<file path="config.mk">
export PLATFORM = sky130hd
export DESIGN_NAME = pipeline_ctrl
export DESIGN_NICKNAME = d
export VERILOG_FILES = /design/src/rtl/pipeline_ctrl_pkg.sv /design/src/rtl/pipeline_ctrl_stall_watchdog.sv /design/src/rtl/pipeline_ctrl.sv
export SDC_FILE = /design/constraint.sdc
export NUM_CORES = 1
export LEC_CHECK = 0
export ABC_AREA = 1
export CORE_ASPECT_RATIO = 0.6
export CORE_UTILIZATION = 39
export CTS_BUF_LIST = sky130_fd_sc_hd__clkbuf_4
export CTS_CLUSTER_DIAMETER = 30
export CTS_CLUSTER_SIZE = 28
export DETAILED_ROUTE_END_ITERATION = 8
export HOLD_SLACK_MARGIN = 0.1
export PLACE_DENSITY = 0.82
export SETUP_SLACK_MARGIN = 0.02
export SYNTH_ARGS = -nofsm -noshare
export SYNTH_HDL_FRONTEND = slang
export SYNTH_SLANG_ARGS = --single-unit
</file>
<file path="constraint.sdc">
create_clock -name clk -period 1.45 [get_ports clk]
set_clock_uncertainty 0.2 [all_clocks]
set_input_delay 0.145 -clock clk [delete_from_list [all_inputs] [get_ports clk]]
set_output_delay 0.145 -clock clk [all_outputs]
set_load 0.01 [all_outputs]
</file>
<file path="src/rtl/pipeline_ctrl_pkg.sv">
// ---------------------------------------------------------------------------
// pipeline_ctrl_pkg
//   Shared types and constants for the 5-stage core pipeline controller.
//   Contents:
//     STALL_W                      width of the per-stage stall vector
//     STALL_NONE/ID/EX/MEM         stall vectors, bit k = hold stage k
//                                  ([0]pc [1]if [2]id [3]ex [4]mem [5]wb)
//     ctrl_state_e                 controller FSM states (RUN, FLUSH)
//     stall_encode()               priority merge of stall requests
// ---------------------------------------------------------------------------
package pipeline_ctrl_pkg;

  localparam int STALL_W = 6;

  // Each request freezes its own stage and everything upstream. The first
  // zero above the ones becomes the bubble stage.
  localparam logic [STALL_W-1:0] STALL_NONE = 6'b000000;
  localparam logic [STALL_W-1:0] STALL_ID   = 6'b000111;
  localparam logic [STALL_W-1:0] STALL_EX   = 6'b001111;
  localparam logic [STALL_W-1:0] STALL_MEM  = 6'b011111;

  typedef enum logic {
    CTRL_RUN   = 1'b0,
    CTRL_FLUSH = 1'b1
  } ctrl_state_e;

  // The deepest requesting stage wins. Its vector is a superset of the
  // vectors of all shallower stages.
  function automatic logic [STALL_W-1:0] stall_encode(
    input logic req_id,
    input logic req_ex,
    input logic req_mem
  );
    logic [STALL_W-1:0] v;
    v = STALL_NONE;
    if (req_mem) begin
      v = STALL_MEM;
    end else if (req_ex) begin
      v = STALL_EX;
    end else if (req_id) begin
      v = STALL_ID;
    end
    return v;
  endfunction

endpackage

</file>
<file path="src/rtl/pipeline_ctrl_stall_watchdog.sv">
// ---------------------------------------------------------------------------
// pipeline_ctrl_stall_watchdog  (stall watchdog)
//   Counts consecutive stalled cycles. It raises a sticky flag once the count
//   has reached STALL_TIMEOUT.
//   Parameters:
//     CNT_W          counter width
//     STALL_TIMEOUT  consecutive stalled cycles that set the flag (fits CNT_W)
//   Ports:
//     clk        in  core clock
//     rst_n      in  asynchronous active-low reset
//     i_stalled  in  1 when any stage is held this cycle
//     i_clr      in  clears the sticky flag (wins over a same-cycle set)
//     o_timeout  out sticky timeout flag
// ---------------------------------------------------------------------------
module pipeline_ctrl_stall_watchdog #(
  parameter int CNT_W         = 8,
  parameter int STALL_TIMEOUT = 255
) (
  input  logic clk,
  input  logic rst_n,
  input  logic i_stalled,
  input  logic i_clr,
  output logic o_timeout
);

  localparam logic [CNT_W-1:0] LP_LIMIT = CNT_W'(STALL_TIMEOUT);

  logic [CNT_W-1:0] r_cnt;
  logic             r_timeout;
  logic             w_at_limit;

  assign w_at_limit = (r_cnt == LP_LIMIT);

  // The counter saturates at the limit, so a long stall cannot wrap it back
  // below the threshold. Any stall-free cycle restarts the count.
  always_ff @(posedge clk or negedge rst_n) begin
    if (!rst_n) begin
      r_cnt <= '0;
    end else if (!i_stalled) begin
      r_cnt <= '0;
    end else if (!w_at_limit) begin
      r_cnt <= r_cnt + CNT_W'(1);
    end
  end

  // The flag sets one edge after the count reaches the limit. Software
  // clearing takes priority over a simultaneous set. The counter itself is
  // left alone, so a stall that is still saturated sets the flag again.
  always_ff @(posedge clk or negedge rst_n) begin
    if (!rst_n) begin
      r_timeout <= 1'b0;
    end else if (i_clr) begin
      r_timeout <= 1'b0;
    end else if (w_at_limit) begin
      r_timeout <= 1'b1;
    end
  end

  assign o_timeout = r_timeout;

endmodule

</file>
<file path="src/rtl/pipeline_ctrl.sv">
// ---------------------------------------------------------------------------
// pipeline_ctrl
//   Central pipeline control for the 5-stage core.
//   - Merges ID/EX/MEM stall requests into the 6-bit stall vector.
//   - Sequences exception flushes as one registered flush cycle carrying
//     the handler PC.
//   - Watchdog flags a pipeline stuck in stall.
//   Optional feature macro: STALL_PERF_CNT_EN adds the 32-bit performance
//   counters perf_stall_id/ex/mem and perf_flush.
//   Parameters:
//     ADDR_W         PC width
//     CNT_W          watchdog counter width
//     STALL_TIMEOUT  consecutive stalled cycles that set stall_timeout
//   Ports:
//     clk            in   core clock
//     rst            in   asynchronous active-low reset
//     stallreq_id    in   load-use bubble request
//     stallreq_ex    in   multi-cycle EX busy
//     stallreq_mem   in   MEM waiting on data bus
//     exc_req        in   MEM committing exception/eret this cycle
//     exc_new_pc     in   handler / EPC target
//     timeout_clr    in   clears sticky stall_timeout
//     stall          out  [0]pc [1]if [2]id [3]ex [4]mem [5]wb, 1 = hold
//     flush          out  kill all inter-stage registers
//     new_pc         out  PC to load while flush=1
//     stall_timeout  out  sticky watchdog flag
//     perf_*         out  (STALL_PERF_CNT_EN only) event counters
// ---------------------------------------------------------------------------
module pipeline_ctrl
  import pipeline_ctrl_pkg::*;
#(
  parameter int ADDR_W        = 32,
  parameter int CNT_W         = 8,
  parameter int STALL_TIMEOUT = 255
) (
  input  logic               clk,
  input  logic               rst,
  input  logic               stallreq_id,
  input  logic               stallreq_ex,
  input  logic               stallreq_mem,
  input  logic               exc_req,
  input  logic [ADDR_W-1:0]  exc_new_pc,
  input  logic               timeout_clr,
  output logic [STALL_W-1:0] stall,
  output logic               flush,
  output logic [ADDR_W-1:0]  new_pc,
  output logic               stall_timeout
`ifdef STALL_PERF_CNT_EN
  ,
  output logic [31:0]        perf_stall_id,
  output logic [31:0]        perf_stall_ex,
  output logic [31:0]        perf_stall_mem,
  output logic [31:0]        perf_flush
`endif
);

  ctrl_state_e        r_state;
  ctrl_state_e        w_state_nxt;
  logic [ADDR_W-1:0]  r_new_pc;
  logic [STALL_W-1:0] w_stall;
  logic               w_flush;
  logic               w_capture;

  // A flush is only started from RUN. While the flush cycle is in progress,
  // the exception that caused it may still be visible, so exc_req is ignored
  // in FLUSH.
  assign w_capture = (r_state == CTRL_RUN) && exc_req;

  // State register
  always_ff @(posedge clk or negedge rst) begin
    if (!rst) begin
      r_state <= CTRL_RUN;
    end else begin
      r_state <= w_state_nxt;
    end
  end

  // Next-state logic
  always_comb begin
    w_state_nxt = r_state;
    case (r_state)
      CTRL_RUN:   if (exc_req) w_state_nxt = CTRL_FLUSH;
      CTRL_FLUSH: w_state_nxt = CTRL_RUN;
      default:    w_state_nxt = CTRL_RUN;
    endcase
  end

  // Output logic. Stall requests are not acted on in two cases: during the
  // cycle an exception commits, and during the flush cycle. Holding stages
  // in those cycles would preserve instructions that are about to be killed.
  // The stall vector is also forced to zero while reset is asserted, because
  // the request inputs may still be active then.
  always_comb begin
    w_stall = STALL_NONE;
    w_flush = 1'b0;
    if (rst) begin
      case (r_state)
        CTRL_RUN: begin
          if (!exc_req) begin
            w_stall = stall_encode(stallreq_id, stallreq_ex, stallreq_mem);
          end
        end
        CTRL_FLUSH: w_flush = 1'b1;
        default:    w_flush = 1'b0;
      endcase
    end
  end

  // The handler PC is captured as the FSM enters FLUSH. It holds between
  // flushes; its value matters only while flush=1.
  always_ff @(posedge clk or negedge rst) begin
    if (!rst) begin
      r_new_pc <= '0;
    end else if (w_capture) begin
      r_new_pc <= exc_new_pc;
    end
  end

  assign stall  = w_stall;
  assign flush  = w_flush;
  assign new_pc = r_new_pc;

  pipeline_ctrl_stall_watchdog #(
    .CNT_W         (CNT_W),
    .STALL_TIMEOUT (STALL_TIMEOUT)
  ) u_stall_watchdog (
    .clk       (clk),
    .rst_n     (rst),
    .i_stalled (|w_stall),
    .i_clr     (timeout_clr),
    .o_timeout (stall_timeout)
  );

`ifdef STALL_PERF_CNT_EN
  logic [31:0] r_perf_id;
  logic [31:0] r_perf_ex;
  logic [31:0] r_perf_mem;
  logic [31:0] r_perf_flush;

  // The winning source is read back from the final stall vector. Cycles in
  // which requests are suppressed are therefore not charged to any source.
  always_ff @(posedge clk or negedge rst) begin
    if (!rst) begin
      r_perf_id    <= '0;
      r_perf_ex    <= '0;
      r_perf_mem   <= '0;
      r_perf_flush <= '0;
    end else begin
      if (w_stall == STALL_ID)  r_perf_id    <= r_perf_id + 32'd1;
      if (w_stall == STALL_EX)  r_perf_ex    <= r_perf_ex + 32'd1;
      if (w_stall == STALL_MEM) r_perf_mem   <= r_perf_mem + 32'd1;
      if (w_flush)              r_perf_flush <= r_perf_flush + 32'd1;
    end
  end

  assign perf_stall_id  = r_perf_id;
  assign perf_stall_ex  = r_perf_ex;
  assign perf_stall_mem = r_perf_mem;
  assign perf_flush     = r_perf_flush;
`endif

endmodule
</file>
# Word level (Yosys, flattened, before mapping)
# Cells that the tools add are included.
word_totals:
  register_bits: 42
  latch_bits: 0
  ramBits: 0
  romBits: 0
  in_bits: 39
  output_inout_bits: 40
  wordCells: 25
  memories: 0
classes:
  n_addsub: 1
  mul: 0
  div_mod_pow: 0
  magnitude_cmp: 0
  n_eq_ne: 2
  shifts: 0
  muxes: 14
  bitwise_logic: 1
  reduce_logical: 3
ops:
  columns: ["op", "count"]
  rows:
  - ["5-bit two-way mux", 4]
  - ["8-bit two-way mux", 2]
  - ["8-bit by 1-bit adder with 8-bit output (second input constant)", 1]
  - ["8-bit equality test (second input constant)", 1]
  - ["6-bit OR reduction", 1]
  - ["1-bit two-way mux", 5]
  - ["4-bit two-way mux", 1]
  - ["3-bit two-way mux", 1]
  - ["2-bit inequality test (second input constant)", 1]
  - ["1-bit case mux with 2 select lines", 1]
  - ["2-bit nonzero test", 1]
  - ["1-bit logical AND", 1]
  - ["1-bit NOT", 1]

# Longest topological paths before layout
depth:
  word_depth: 8
  ltp_mapped: 7
  ltp_nobuf: 7

# By module
# From an unflattened synthesis, not the netlist that was laid out.
hier_totals:
  cells_unflattened: 215
  hier_area_um2: 1870.5
by_module_without_submodules:
  columns: ["mod", "n_inst", "cells_each", "area_each_um2", "seq_area_each_um2"]
  rows:
  - ["pipeline_ctrl", 1, 154, 1376.3, 825.8]
  - ["pipeline_ctrl_stall_watchdog", 1, 61, 494.2, 225.2]

# Worst setup path before layout
# No wires, ideal clock.
synth_timing:
  path_kind: "flip-flop to flip-flop"
  startpoint: "register u_stall_watchdog.r_cnt[0]"
  endpoint: "register u_stall_watchdog.r_cnt[5]"
  setup_time_ns: 0.116
  t_arrival_ns: 1.071
  t_required_ns: 1.134
  path_slack_ns: 0.063
  stages_incl_launch_ff: 8
  n_path_buf: 0
  period_less_slack_ns: 1.387
  cell_sequence: "dfrtp_1 -> ha_1 -> nand2_1 -> nor2_2 -> nand2_1 -> nand2_1 -> nor2_1 -> nor2_2"
synth_between:
  elab_chain_cells: 3
  elab_cells_between_ends: 5
  classes_between: "1 x add/sub; 2 x eq/ne; 2 x mux"
synth_rtl:
  columns: ["element", "line", "source"]
  rows:
  - ["start, declared", "pipeline_ctrl_stall_watchdog.sv:28", "logic [CNT_W-1:0] r_cnt;"]
  - ["start signal, assigned", "pipeline_ctrl_stall_watchdog.sv:42", "r_cnt <= r_cnt + CNT_W'(1);"]
  - ["8-bit by 1-bit adder with 8-bit output", "pipeline_ctrl_stall_watchdog.sv:42", null]
  - ["8-bit two-way mux", "pipeline_ctrl_stall_watchdog.sv:41", "end else if (!w_at_limit) begin"]
  - ["8-bit two-way mux", "pipeline_ctrl_stall_watchdog.sv:39", "end else if (!i_stalled) begin"]
# Parallel ways exist; a longest one is shown, timed or not. The select of a mux whose other input is x is not followed.
# A chain may end at the register's enable or synchronous reset.

# Worst setup path in the final report
layout_timing:
  startpoint: "register r_state"
  endpoint: "output port stall[1]"
layout_between:
  elab_chain_cells: 2
layout_rtl:
  columns: ["element", "line", "source"]
  rows:
  - ["start, declared", "pipeline_ctrl.sv:57", "ctrl_state_e r_state;"]
  - ["start signal, assigned", "pipeline_ctrl.sv:74", "r_state <= w_state_nxt;"]
  - ["5-bit two-way mux", "pipeline_ctrl.sv:97", "case (r_state)"]
  - ["5-bit two-way mux", "pipeline_ctrl.sv:96", "if (rst) begin"]
  - ["end, declared", "pipeline_ctrl.sv:44", "output logic [STALL_W-1:0] stall,"]
# No other way between the ends.

==> results.json <==
{
  "status": "finished, violations left",
  "violations": "negative setup slack",
  "ctsHtreeMaxLevel": 2,
  "clk_latency_ns": 0.35,
  "slowest_delay_ns": 0.42,
  "yosysWarningCount": 0,
  "max_slew_margin": 0.650,
  "min_period_ns": 1.60,
  "place_hpwl_um": 3000,
  "diodes": 0,
  "die_h_um": 54.6,
  "ant_nets": 0,
  "min_period_over_period": 1.11,
  "instances_no_fill": 368,
  "p_sw_frac": 0.288,
  "vias_per_cell": 4.52,
  "arrival_ns": 1.26,
  "grt.total_usage": 0.190,
  "placementRows": 18,
  "clockBufferDepth": 2,
  "syn_nets": 257,
  "regToRegStartpoint": "r_state",
  "syn_area_um2": 1800,
  "wire_per_inst_um": 11.7,
  "leakage_nw": 1.45,
  "synth_cell_types": 19,
  "rsz0062_at_grt": "true",
  "dieWidth_um": 89.7,
  "path_class": "flip-flop to output pin",
  "setup_viol": 7,
  "wl_met3_um": 389,
  "wl_met1_um": 2040,
  "place_inst": 352,
  "core_um2": 4260,
  "grt_pass1_wl_um": 6730,
  "synth_flop_cell": "dfrtp_1",
  "postLayoutCellArea_um2": 2780,
  "first_iter_violations": 86,
  "wl_met2_um": 1840,
  "num_vias": 1664,
  "hold_viol": 0,
  "synth.top_cells.by_count": "114 x nand2_1, 42 x dfrtp_1, 16 x nor2_1",
  "grt.overflow.total": 0,
  "avgSynthCellArea_um2": 8.29,
  "max_slew.worst_pin.slew_ns": 0.525,
  "internal_power_mw": 1.78,
  "fmax_mhz": 623,
  "switching_power_mw": 0.721,
  "yosysMostFrequentCell": "nand2_1",
  "cts-root-buf": "clkbuf_4",
  "hold_start": "exc_new_pc[6]",
  "ios": 79,
  "numPortBuffers": 77,
  "ys_seq_area_frac": 0.585,
  "drt-pass1-iter-count": 4,
  "yosys.area.top_type_share": 0.585,
  "clkPwrFrac": 0.223,
  "holdWs_ns": 0.115,
  "synth_top_area_cell": "dfrtp_1",
  "setup_ws_ns": -0.154,
  "drive_gt1_frac": 0.156,
  "drv_cap": 0,
  "power.density_nw_per_um2": 900,
  "ys_ff_latch": 42,
  "drv_slew": 0,
  "drt-total-wl_um": 4310,
  "hp-class": "input pin to flip-flop",
  "slowest_stage": "dfrtp_1",
  "gp_congestion": 0.784,
  "end_kind": "output pin",
  "fp.dieArea_um2": 4890,
  "start_kind": "flip-flop",
  "top_layer_used": "met4",
  "place_area_um2": 2640,
  "clk_pin_slew_ns": 0.12,
  "max-vdd-ir-drop_mv": 0.599,
  "crit_start": "r_state",
  "numClockSinks": 42,
  "drc": 0,
  "cts_tree": "yes",
  "syn_to_final_growth_pct": 54.8,
  "worstPathCellList": "nor2_2 > nand2_2 > nor2_4 > buf_2",
  "netlist_top_cells_area": "dfrtp_1 58%, nand2_1 24%, nor2_1 3.3%",
  "combinationalPowerShare": 0.235,
  "dp_slack_ns": -0.424,
  "syn_inst": 217,
  "required_ns": 1.11,
  "cts_buffers": 5,
  "async_reset_ff_frac": 1.00,
  "tns_ns": -0.566,
  "antenna_found_initial": 0,
  "nFillCells": 372,
  "grt_max_degree": 43,
  "initial_core_util": 0.422,
  "pwr-share-seq": 0.542,
  "grt_pass1_vias": 1486,
  "cp_max_fo": 4,
  "fin_nets": 347,
  "synth_edf_count": 0
}
==> final timing paths <==
check	end	cells after the start	slack (ns)
setup / recovery	stall[1]	4	-0.15
hold / removal	new_pc[6]	3	0.11
setup reg to reg	u_stall_watchdog.r_cnt[2]	7	-0.02
hold reg to reg	new_pc[20]	2	0.28
max in group asynchronous	new_pc[30]	3	0.42
min in group asynchronous	new_pc[24]	3	0.26
==> cells by family (layout without fill, tap and decap cells) <==
kind of cell / count (synthesis) / count (layout) / synth area share
buffers and inverters: 20 / 111 / 0.0564
adders and majority gates: 1 / 1 / 0.00696
DFF: 42 / 42 / 0.585
and+or+nand+nor: 148 / 148 / 0.333
other: 1 / 1 / 0.00209
AOI/OAI and AO/OA: 5 / 5 / 0.0174
==> critical path: cells and delay by family (launching register included) <==
| family | cells | cell delay, ns |
|---|---|---|
| buffers and inverters | 1 | 0.16 |
| DFF | 1 | 0.42 |
| and+or+nand+nor | 3 | 0.32 |
==> metrics by stage <==
stage | util | total power [mW]
final | 0.654 | 2.50
after global routing | 0.654 | 2.66
after CTS | 0.631 | 2.50
after detailed placement | 0.619 | 2.02
after global placement | 0.619 | 2.01
after floorplan | - | 1.60
==> sequential cells by signal, indices dropped and copies added (netlist names) <==
register	count
r_state	1
new_pc	32
u_stall_watchdog.o_timeout	1
u_stall_watchdog.r_cnt	8
==> metal layers <==
layer  vias up  global-route usage
met5         -                   0
met4         0              0.0556
met3         5              0.0618
met2        62               0.283
met1       761               0.267
li1        836                   -
==> layout by cell type, fill, tap and decap left out, drive strengths merged <==
cell | netlist | final
nand2 | 117 | 117
dlygate4sd3 | 0 | 5
inv | 10 | 10
a21oi | 1 | 1
dfrtp | 42 | 42
clkbuf | 0 | 6
clkinvlp | 0 | 1
buf | 10 | 18
ha | 1 | 1
clkdlybuf4s50 | 0 | 37
o21bai | 1 | 1
nor2 | 21 | 21
nor3 | 1 | 1
clkdlybuf4s15 | 0 | 17
o21ai | 3 | 3
nand3 | 9 | 9
clkinv | 0 | 2
dlygate4sd2 | 0 | 15
conb | 1 | 1
==> timing repair <==
action	in CTS	in global routing
endpoints found under the hold margin	45	1
pin swaps	1	3
hold buffers	4	1
setup buffers	0	3
endpoints found under the setup margin	44	65
gates resized for setup	65	33
==> cell type report <==
type                       count  area, um^2  area share
clock buffer                   5        37.5      0.0135
clock inverter                 3        16.3     0.00585
inverter                      10        42.5      0.0153
multi-input combinational    155         686       0.246
sequential                    42        1050       0.378
tap                           60        75.1      0.0270
timing repair buffer          93         875       0.314
==> power by group through the flow <==
stage / combinational (mW) / sequential (mW) / clock [mW]
detailed placement: 0.640 / 1.38 / 0
global route: 0.655 / 1.37 / 0.632
CTS: 0.565 / 1.36 / 0.581
finish: 0.588 / 1.36 / 0.558
floorplan: 0.165 / 1.43 / 0
global placement: 0.626 / 1.38 / 0
Note: power is estimated with default switching activity, not from simulation.
